### src/rtl/hps_pkg.sv
// Shared constants and FSM state encoding for the HPS magnitude store.
package hps_pkg;

    localparam int DEFAULT_K_WIDTH = 11;
    localparam int HALF_LEN        = 2 ** (DEFAULT_K_WIDTH - 1);
    localparam int FRAME_LAST      = 2 ** DEFAULT_K_WIDTH - 1;

    // state    | meaning
    // EMPTY    | nothing stored since reset, waiting for first bin
    // FILL     | writing lower-half bins into RAM
    // DRAIN    | discarding mirrored upper-half bins
    // HOLD     | frame resident, waiting for reader to release it
    localparam logic [1:0] ST_EMPTY = 2'd0;
    localparam logic [1:0] ST_FILL  = 2'd1;
    localparam logic [1:0] ST_DRAIN = 2'd2;
    localparam logic [1:0] ST_HOLD  = 2'd3;

    function automatic int half_len(input int k);
        return 2 ** (k - 1);
    endfunction

    function automatic int frame_last(input int k);
        return 2 ** k - 1;
    endfunction

endpackage

### src/rtl/hps_mag_store.sv
// Stores the lower half of each magnitude frame into RAM and flags the
// frame as resident until the HPS reader releases it.
module hps_mag_store
    import hps_pkg::*;
#(
    parameter int K_WIDTH    = DEFAULT_K_WIDTH,
    parameter int DATA_WIDTH = 32
) (
    input  logic                  clock,
    input  logic                  reset_n,
    input  logic [DATA_WIDTH-1:0] s_axis_tdata,
    input  logic                  s_axis_tvalid,
    input  logic                  s_axis_tlast,
    output logic                  s_axis_tready,
    input  logic                  hps_busy,
    output logic                  ram_we,
    output logic [K_WIDTH-2:0]    ram_addr,
    output logic [DATA_WIDTH-1:0] ram_wdata,
    output logic                  done_storing_mag,
    output logic                  frame_error,
    output logic [7:0]            frame_count
);

    localparam int A_W = K_WIDTH - 1;
    localparam logic [K_WIDTH-1:0] HALF_LAST_IDX = K_WIDTH'(half_len(K_WIDTH) - 1);
    localparam logic [K_WIDTH-1:0] LAST_IDX      = K_WIDTH'(frame_last(K_WIDTH));

    logic [1:0]            state_q, state_d;
    logic [K_WIDTH-1:0]    idx_q, idx_d;
    logic                  we_q, we_d;
    logic [A_W-1:0]        addr_q, addr_d;
    logic [DATA_WIDTH-1:0] wdata_q, wdata_d;
    logic                  done_q, done_d;
    logic                  err_q, err_d;
    logic [7:0]            cnt_q, cnt_d;

    logic accept;
    logic idx_is_last;
    logic frame_end;

    assign s_axis_tready = (state_q != ST_HOLD) || !hps_busy;
    assign accept        = s_axis_tvalid && s_axis_tready;
    assign idx_is_last   = (idx_q == LAST_IDX);
    assign frame_end     = accept && ((state_q == ST_FILL) || (state_q == ST_DRAIN))
                           && (s_axis_tlast || idx_is_last);

    always_comb begin
        state_d = state_q;
        idx_d   = idx_q;
        we_d    = 1'b0;
        addr_d  = addr_q;
        wdata_d = wdata_q;
        done_d  = done_q;
        err_d   = 1'b0;
        cnt_d   = cnt_q;

        if (accept) begin
            unique case (state_q)
                ST_EMPTY, ST_HOLD: begin
                    // tlast on a first bin is flagged but does not end the frame
                    we_d    = 1'b1;
                    addr_d  = '0;
                    wdata_d = s_axis_tdata;
                    idx_d   = K_WIDTH'(1);
                    done_d  = 1'b0;
                    err_d   = s_axis_tlast;
                    state_d = ST_FILL;
                end
                ST_FILL: begin
                    we_d    = 1'b1;
                    addr_d  = idx_q[A_W-1:0];
                    wdata_d = s_axis_tdata;
                    if (!frame_end) begin
                        idx_d = idx_q + K_WIDTH'(1);
                        if (idx_q == HALF_LAST_IDX) begin
                            state_d = ST_DRAIN;
                        end
                    end
                end
                ST_DRAIN: begin
                    if (!frame_end) begin
                        idx_d = idx_q + K_WIDTH'(1);
                    end
                end
            endcase
        end

        if (frame_end) begin
            idx_d   = '0;
            done_d  = 1'b1;
            cnt_d   = cnt_q + 8'd1;
            err_d   = s_axis_tlast != idx_is_last;
            state_d = ST_HOLD;
        end
    end

    always_ff @(posedge clock) begin
        if (!reset_n) begin
            state_q <= ST_EMPTY;
            idx_q   <= '0;
            we_q    <= 1'b0;
            addr_q  <= '0;
            wdata_q <= '0;
            done_q  <= 1'b0;
            err_q   <= 1'b0;
            cnt_q   <= '0;
        end else begin
            state_q <= state_d;
            idx_q   <= idx_d;
            we_q    <= we_d;
            addr_q  <= addr_d;
            wdata_q <= wdata_d;
            done_q  <= done_d;
            err_q   <= err_d;
            cnt_q   <= cnt_d;
        end
    end

    assign ram_we           = we_q;
    assign ram_addr         = addr_q;
    assign ram_wdata        = wdata_q;
    assign done_storing_mag = done_q;
    assign frame_error      = err_q;
    assign frame_count      = cnt_q;

endmodule

### config.mk
export PLATFORM = sky130hd
export DESIGN_NAME = hps_mag_store
export DESIGN_NICKNAME = d
export VERILOG_FILES = /design/src/rtl/hps_pkg.sv /design/src/rtl/hps_mag_store.sv
export SDC_FILE = /design/constraint.sdc
export NUM_CORES = 1
export LEC_CHECK = 0
export BUFFER_PORTS_ARGS = -buffer_cell sky130_fd_sc_hd__buf_4
export CORE_MARGIN = 2
export CORE_UTILIZATION = 49
export DETAILED_ROUTE_END_ITERATION = 10
export GPL_ROUTABILITY_DRIVEN = 0
export GPL_TIMING_DRIVEN = 0
export PLACE_DENSITY = 0.76
export SETUP_SLACK_MARGIN = 0.05
export SLEW_MARGIN = 20
export SYNTH_ARGS = -nofsm -noshare
export SYNTH_HDL_FRONTEND = slang
export SYNTH_SLANG_ARGS = --single-unit
export TNS_END_PERCENT = 1
### constraint.sdc
create_clock -name clock -period 2.55 [get_ports clock]
set_input_delay 0.1275 -clock clock [delete_from_list [all_inputs] [get_ports clock]]
set_output_delay 0.1275 -clock clock [all_outputs]
set_load 0.01 [all_outputs]
==> impl_results.md, run 1 <==
- Result of the run: complete, no violations
- Start point of the worst hold path: s_axis_tdata[3]
- Number of distinct library cell variants in the gate-level netlist after synthesis: 34
- Type of destination of the critical path: flip-flop
- GRT Total Usage: a little under a quarter
- Final antenna-violating net count: 0
- Path type of the worst min-delay path: in -> reg
- TritonCTS buffer count: 9
- Max Cap Viol: 0
- Kind of start point of the critical path: flip-flop
- Worst skew pair latency: 0.34 ns
- Dominant cell type by area after synthesis: dfxtp_1
- Via count of the routed design: around 2.6k
- Highest attainable clock frequency: about 410 MHz
- Cell types with the largest area share after synthesis: dfxtp_1 51%, nand2_1 12%, a21oi_1 9.6%
- Vias in the first global route: ~2.4k
- Post-route minimum period: ~2.4 ns
- Global-route wire length before repair: 11100 um
- Resize count post-CTS: 0
- Port Buf Inserts: 90
- Hold Path Sink: ram_wdata[3]
- Final-layout fill cell count: between 400 and 500
- Cell depth of the worst min-delay path: 3
- Multi-input logic area: roughly 0.0012 mm2
- Initial DRC count: between 100 and 150
- Die X-Extent: 77.1 um
- Post-CTS setup buffer count: 0
- Library cell used as clock root buffer: clkbuf_8
- Rows: 26
- Number of primary I/O pins: 91
- Number of antenna violations at the first check in global routing: 0
- Pwr dens: approximately 660 mW/mm2
- Mean cell area of the mapped netlist: just over 8 um2
- Number of hold violations in the final report: 0
- Most frequently used flop master after synthesis: dfxtp_1
- Post-Syn Instances: 320
- Required arrival time at the worst endpoint: roughly 2.8 ns
- Number of sinks driven by the clock tree: 66
- Detailed-route wire length: approximately 6700 um
- Fin nets: roughly 460
- Average detailed-routed wire length per instance: approximately 13 um
- CTS Hold Bufs: 0
- Fraction of post-synthesis cell area in the top cell type by area: 50.5%
- Die extent in y: 77.1 um
- Clock tree from TritonCTS: done
- Average via count per standard cell: 5.16
- Worst flop-to-flop path startpoint: idx_q[0]
- Clock tree skew after final layout: between 0.006 and 0.007 ns
- Worst Path Max Fanout: 6
- Std-Cell Core Area: approximately 0.0051 mm2
- Overall overflow remaining after global route: 0
- Register area share after synthesis: 50.5%
- Final worst path period share: around 95%
- Total die area: 0.00594 mm2
- Critical path class: reg -> reg
- Finish-stage setup viols: 0
- Crit path launch: idx_q[0]
- Share of flip-flops with an asynchronous set or reset after synthesis: 0%
- Total nets after synthesis: 363
- Number of levels the H-tree was split into: 3
- Detailed-placement wirelength estimate: 4740 um
- Number of synthesized flops with an enable pin: 0
- Proportion of layout cells with a drive suffix above 1: between 20% and 30%
- Headroom to the max-slew limit: between 60% and 70%
- Buffer levels on the longest clock path: 2
- Area occupied by registers: approximately 0.0013 mm2
- Relative area change from synthesis to final layout: 36.3%
- Drt drc: 0
- Number of storage elements in the synthesis netlist: 66
- Measured slew at the worst slew-check pin: roughly 0.48 ns
- Total of warnings raised by yosys: 0
- End of the worst register-to-register path: frame_count[5]
- Leakage power figure: approximately 0.0015 uW
- Max Slew Vio Count: 0
- Area of the mapped netlist: 0.00262 mm2
- R2R cell count: 9
- Largest net degree at the start of global routing: 11
- Accumulated negative setup slack: 0 ns
- Largest vdd supply drop: 0.000465 V
- Number of antenna diodes: 0
- First-pass iteration count of the detailed router: 5
- Final worst hold slack: 0.0326 ns
- Worst endpoint data arrival time: between 2 and 3 ns
- Effective utilization at floorplan: 50.9%
- RSZ-0062 raised after global routing: true
- Worst setup slack for register-to-register paths: approximately 0.13 ns
- Clk pin slew, worst setup/hold paths: about 0.070 ns
- Final design utilization: between 60% and 70%
-- worst max-delay path, cell delays in order, from the launching register on --
cell     delay (ns)
dfxtp_1        0.46
ha_1           0.26
and4_1         0.22
buf_6          0.13
nand4_1        0.10
ha_1           0.24
or2_1          0.28
nor4_1         0.38
xnor2_1        0.18
nor2_1         0.05
-- cell usage in the layout, fill, tap and decap left out, types with 2 or more instances in the layout --
cell / instances
or4_1: 2
and4_1: 3
ha_1: 6
xor2_1: 7
nor4_1: 2
nor3_1: 5
clkbuf_8: 10
nand2_1: 83
nand4_1: 9
nand3_1: 17
nand2b_1: 2
o21ai_1: 4
inv_1: 4
nor2_1: 19
clkbuf_1: 17
xnor2_1: 4
buf_2: 4
a31oi_1: 2
a21oi_1: 50
clkinv_2: 2
buf_4: 90
dfxtp_1: 66
-- worst max path at each step --
stage                endpoint  slack, ns  cells after the start
6_report       frame_count[5]       0.13                      9
5_1_grt        frame_count[5]       0.04                      9
4_1_cts        frame_count[6]       0.14                      9
3_5_place_dp   frame_count[6]       0.16                      9
3_3_place_gp   frame_count[6]       0.20                      9
2_1_floorplan  frame_count[6]       0.43                      9
-- layout make-up --
cell class              instances  share of cell area, %
multi-input cells             230                   33.5
plain buffers                  20                   2.46
well taps                      70                   2.46
repair buffers                 90                   18.9
flip-flops and latches         66                   37.0
clock inverters                 3                   1.12
clock buffers                  12                   4.07
inverters                       4                  0.421
-- cell families after synthesis --
logic type | count (synthesis) | synth area share (%)
AOI/OAI and AO/OA | 65 | 13.6
xor gates and xnor gates | 11 | 3.68
adders and majority gates | 6 | 2.87
buffers and inverters | 24 | 3.92
DFF | 66 | 50.5
and+or+nand+nor | 148 | 25.4
-- power by group --
group          internal, uW  switching, uW  total [uW]
Sequential             1090           34.1        1120
Combinational           170            232         402
Clock                   470            371         841
-- stage by stage --
step	area [um2]	instances	total power, uW	setup WS [ns]
after CTS	3560	495	2380	0.141
final	3570	495	2360	0.129
after floorplan	2620	320	1360	0.427
after global routing	3570	495	2480	0.0421
after global placement	3380	480	1530	0.204
after detailed placement	3380	480	1540	0.156
-- registers in the layout, indices dropped and copies added, names as in the netlist --
signal	count
ram_we	1
done_storing_mag	1
frame_error	1
idx_q	11
ram_wdata	32
state_q	2
ram_addr	10
frame_count	8
-- Yosys cell counts, types with 3 or more instances --
cell,instances
nand2_1,83
dfxtp_1,66
a21oi_1,50
nor2_1,20
nand3_1,17
clkbuf_1,15
nand4_1,9
xor2_1,7
ha_1,6
nor3_1,5
buf_2,4
inv_1,4
o21ai_1,4
xnor2_1,4
and4_1,3
-- per-layer routing --
layer  share of wire, %  track usage [%]
met5                  0                0
met4                2.3             11.1
met1                 43             27.6
met2                 49             40.5
met3                5.4             4.59
(Power assumes the default switching activity.)
==> inputs of run 2 (changes only) <==
--- a/config.mk
+++ b/config.mk
@@ -10,7 +10,6 @@
 export CORE_UTILIZATION = 49
 export DETAILED_ROUTE_END_ITERATION = 10
 export GPL_ROUTABILITY_DRIVEN = 0
-export GPL_TIMING_DRIVEN = 0
 export PLACE_DENSITY = 0.76
 export SETUP_SLACK_MARGIN = 0.05
 export SLEW_MARGIN = 20
==> impl_results.md, run 2 (synthesis gave the netlist of run 1 again) <==
- Result of the run: complete, no violations
- Number of levels the H-tree was split into: 3
- Critical path class: reg -> reg
- Accumulated negative setup slack: 0 ns
- Port Buf Inserts: 90
- Type of destination of the critical path: flip-flop
- Final worst path period share: slightly below 90%
- Rows: 26
- Proportion of layout cells with a drive suffix above 1: roughly 28%
- Headroom to the max-slew limit: between 50 and 60%
- Number of antenna diodes: 0
- Clock tree skew after final layout: around 0.009 ns
- CTS Hold Bufs: 0
- Average via count per standard cell: around 5.1
- Highest attainable clock frequency: between 400 and 500 MHz
- Worst slack after detailed placement: between 0.3 and 0.4 ns
- Vias in the first global route: roughly 2.3k
- Effective utilization at floorplan: between 50 and 60%
- Number of sinks driven by the clock tree: 66
- Std-Cell Core Area: approximately 0.0051 mm2
- Clock tree from TritonCTS: done
- Max Cap Viol: 0
- Resize count post-CTS: 0
- RSZ-0062 raised after global routing: false
- Leakage power figure: between 0.0015 and 0.002 uW
- Required arrival time at the worst endpoint: ~2.8 ns
- Largest net degree at the start of global routing: 42
- Overall overflow remaining after global route: 0
- Average detailed-routed wire length per instance: about 13 um
- Largest vdd supply drop: ~0.00037 V
- Fin nets: 450
- Flip-flop count of the largest register after layout: 32
- TritonCTS buffer count: 9
- Number of hold violations in the final report: 0
- Detailed-route wire length: around 6400 um
- Most used cells in the layout excluding fill and tap cells: 95 x buf_4, 83 x nand2_1, 66 x dfxtp_1
- Die extent in y: about 77 um
- Worst Path Max Fanout: 6
- Worst endpoint data arrival time: around 2.5 ns
- Pwr dens: 676 mW/mm2
- Path type of the worst min-delay path: in -> reg
- Clk pin slew, worst setup/hold paths: around 0.080 ns
- First-pass iteration count of the detailed router: 4
- Most common cell after layout, fill and taps aside: buf_4
- Post-CTS setup buffer count: 0
- Library cell used as clock root buffer: clkbuf_8
- Number of primary I/O pins: between 90 and 100
- Initial DRC count: 63
- Number of antenna violations at the first check in global routing: 0
- Total die area: approximately 0.0059 mm2
- Worst skew pair latency: roughly 0.34 ns
- Final worst-path setup slack: approximately 0.32 ns
- Buffer levels on the longest clock path: 2
- Via count of the routed design: roughly 2.5k
- Max Slew Vio Count: 0
- Drt drc: 0
- Relative area change from synthesis to final layout: 35.9%
- Global-route wire length before repair: between 10000 and 15000 um
- Post-route minimum period: ~2.2 ns
- Final antenna-violating net count: 0
- GRT Total Usage: 22.1%
- Kind of start point of the critical path: flip-flop
- Detailed-placement wirelength estimate: 4450 um
- Finish-stage setup viols: 0
- Measured slew at the worst slew-check pin: approximately 0.64 ns
- Die X-Extent: about 77 um
==> run 2: worst max-delay path, stage by stage, from the launching register on <==
cell and delay (ns):
dfxtp_1 0.41, ha_1 0.25, and4_1 0.23, nand4_1 0.11
ha_1 0.24, nor2_1 0.22, nand3_1 0.16, or4_1 0.48
nand2_1 0.07
==> run 2: per-stage QoR <==
| stage | area, um2 | cells | util [%] | power, uW | hold WS, ns |
|---|---|---|---|---|---|
| floorplan | 2620 | 320 | - | 1360 | 0.261 |
| global placement | 3350 | 466 | 65.2 | 1530 | 0.375 |
| detailed placement | 3350 | 466 | 65.2 | 1540 | 0.385 |
| CTS | 3550 | 482 | 69.2 | 2420 | 0.0168 |
| global route | 3550 | 482 | 69.2 | 2510 | 0.0128 |
| finish | 3550 | 482 | 69.2 | 2400 | 0.0237 |
==> run 2: final cells by class <==
cell class / instances / area [um2]
Timing Repair Buffer: 96 / 733
Tap cell: 70 / 87.6
Sequential cell: 66 / 1320
Clock inverter: 6 / 65.1
Fill cell: 453 / 1590
Inverter: 4 / 15.0
Multi-Input combinational cell: 230 / 1190
Clock buffer: 10 / 138
==> run 2: worst paths after layout <==
path,from,endpoint,slack (ns),cells past startpoint
max,idx_q[0],frame_count[6],0.32,8
min,s_axis_tdata[3],ram_wdata[3],0.02,3
max reg2reg,idx_q[0],frame_count[6],0.32,8
min reg2reg,ram_addr[7],ram_addr[7],0.46,2
==> run 2: metal layers <==
| metal | wire [um] | global-route usage, % | share of wire, % |
|---|---|---|---|
| met2 | 3150 | 37.0 | 49 |
| met4 | 108 | 9.64 | 1.7 |
| met1 | 2790 | 26.4 | 43 |
| met5 | 0 | 0 | 0 |
| met3 | 363 | 6.12 | 5.7 |
==> run 2: power by group <==
part           internal [uW]  switching [uW]  total [uW]  leakage [uW]
Clock                    479             411         891      0.000103
Sequential              1090            33.1        1120      0.000539
Combinational            170             224         394      0.000881
Total                   1740             668        2400       0.00152
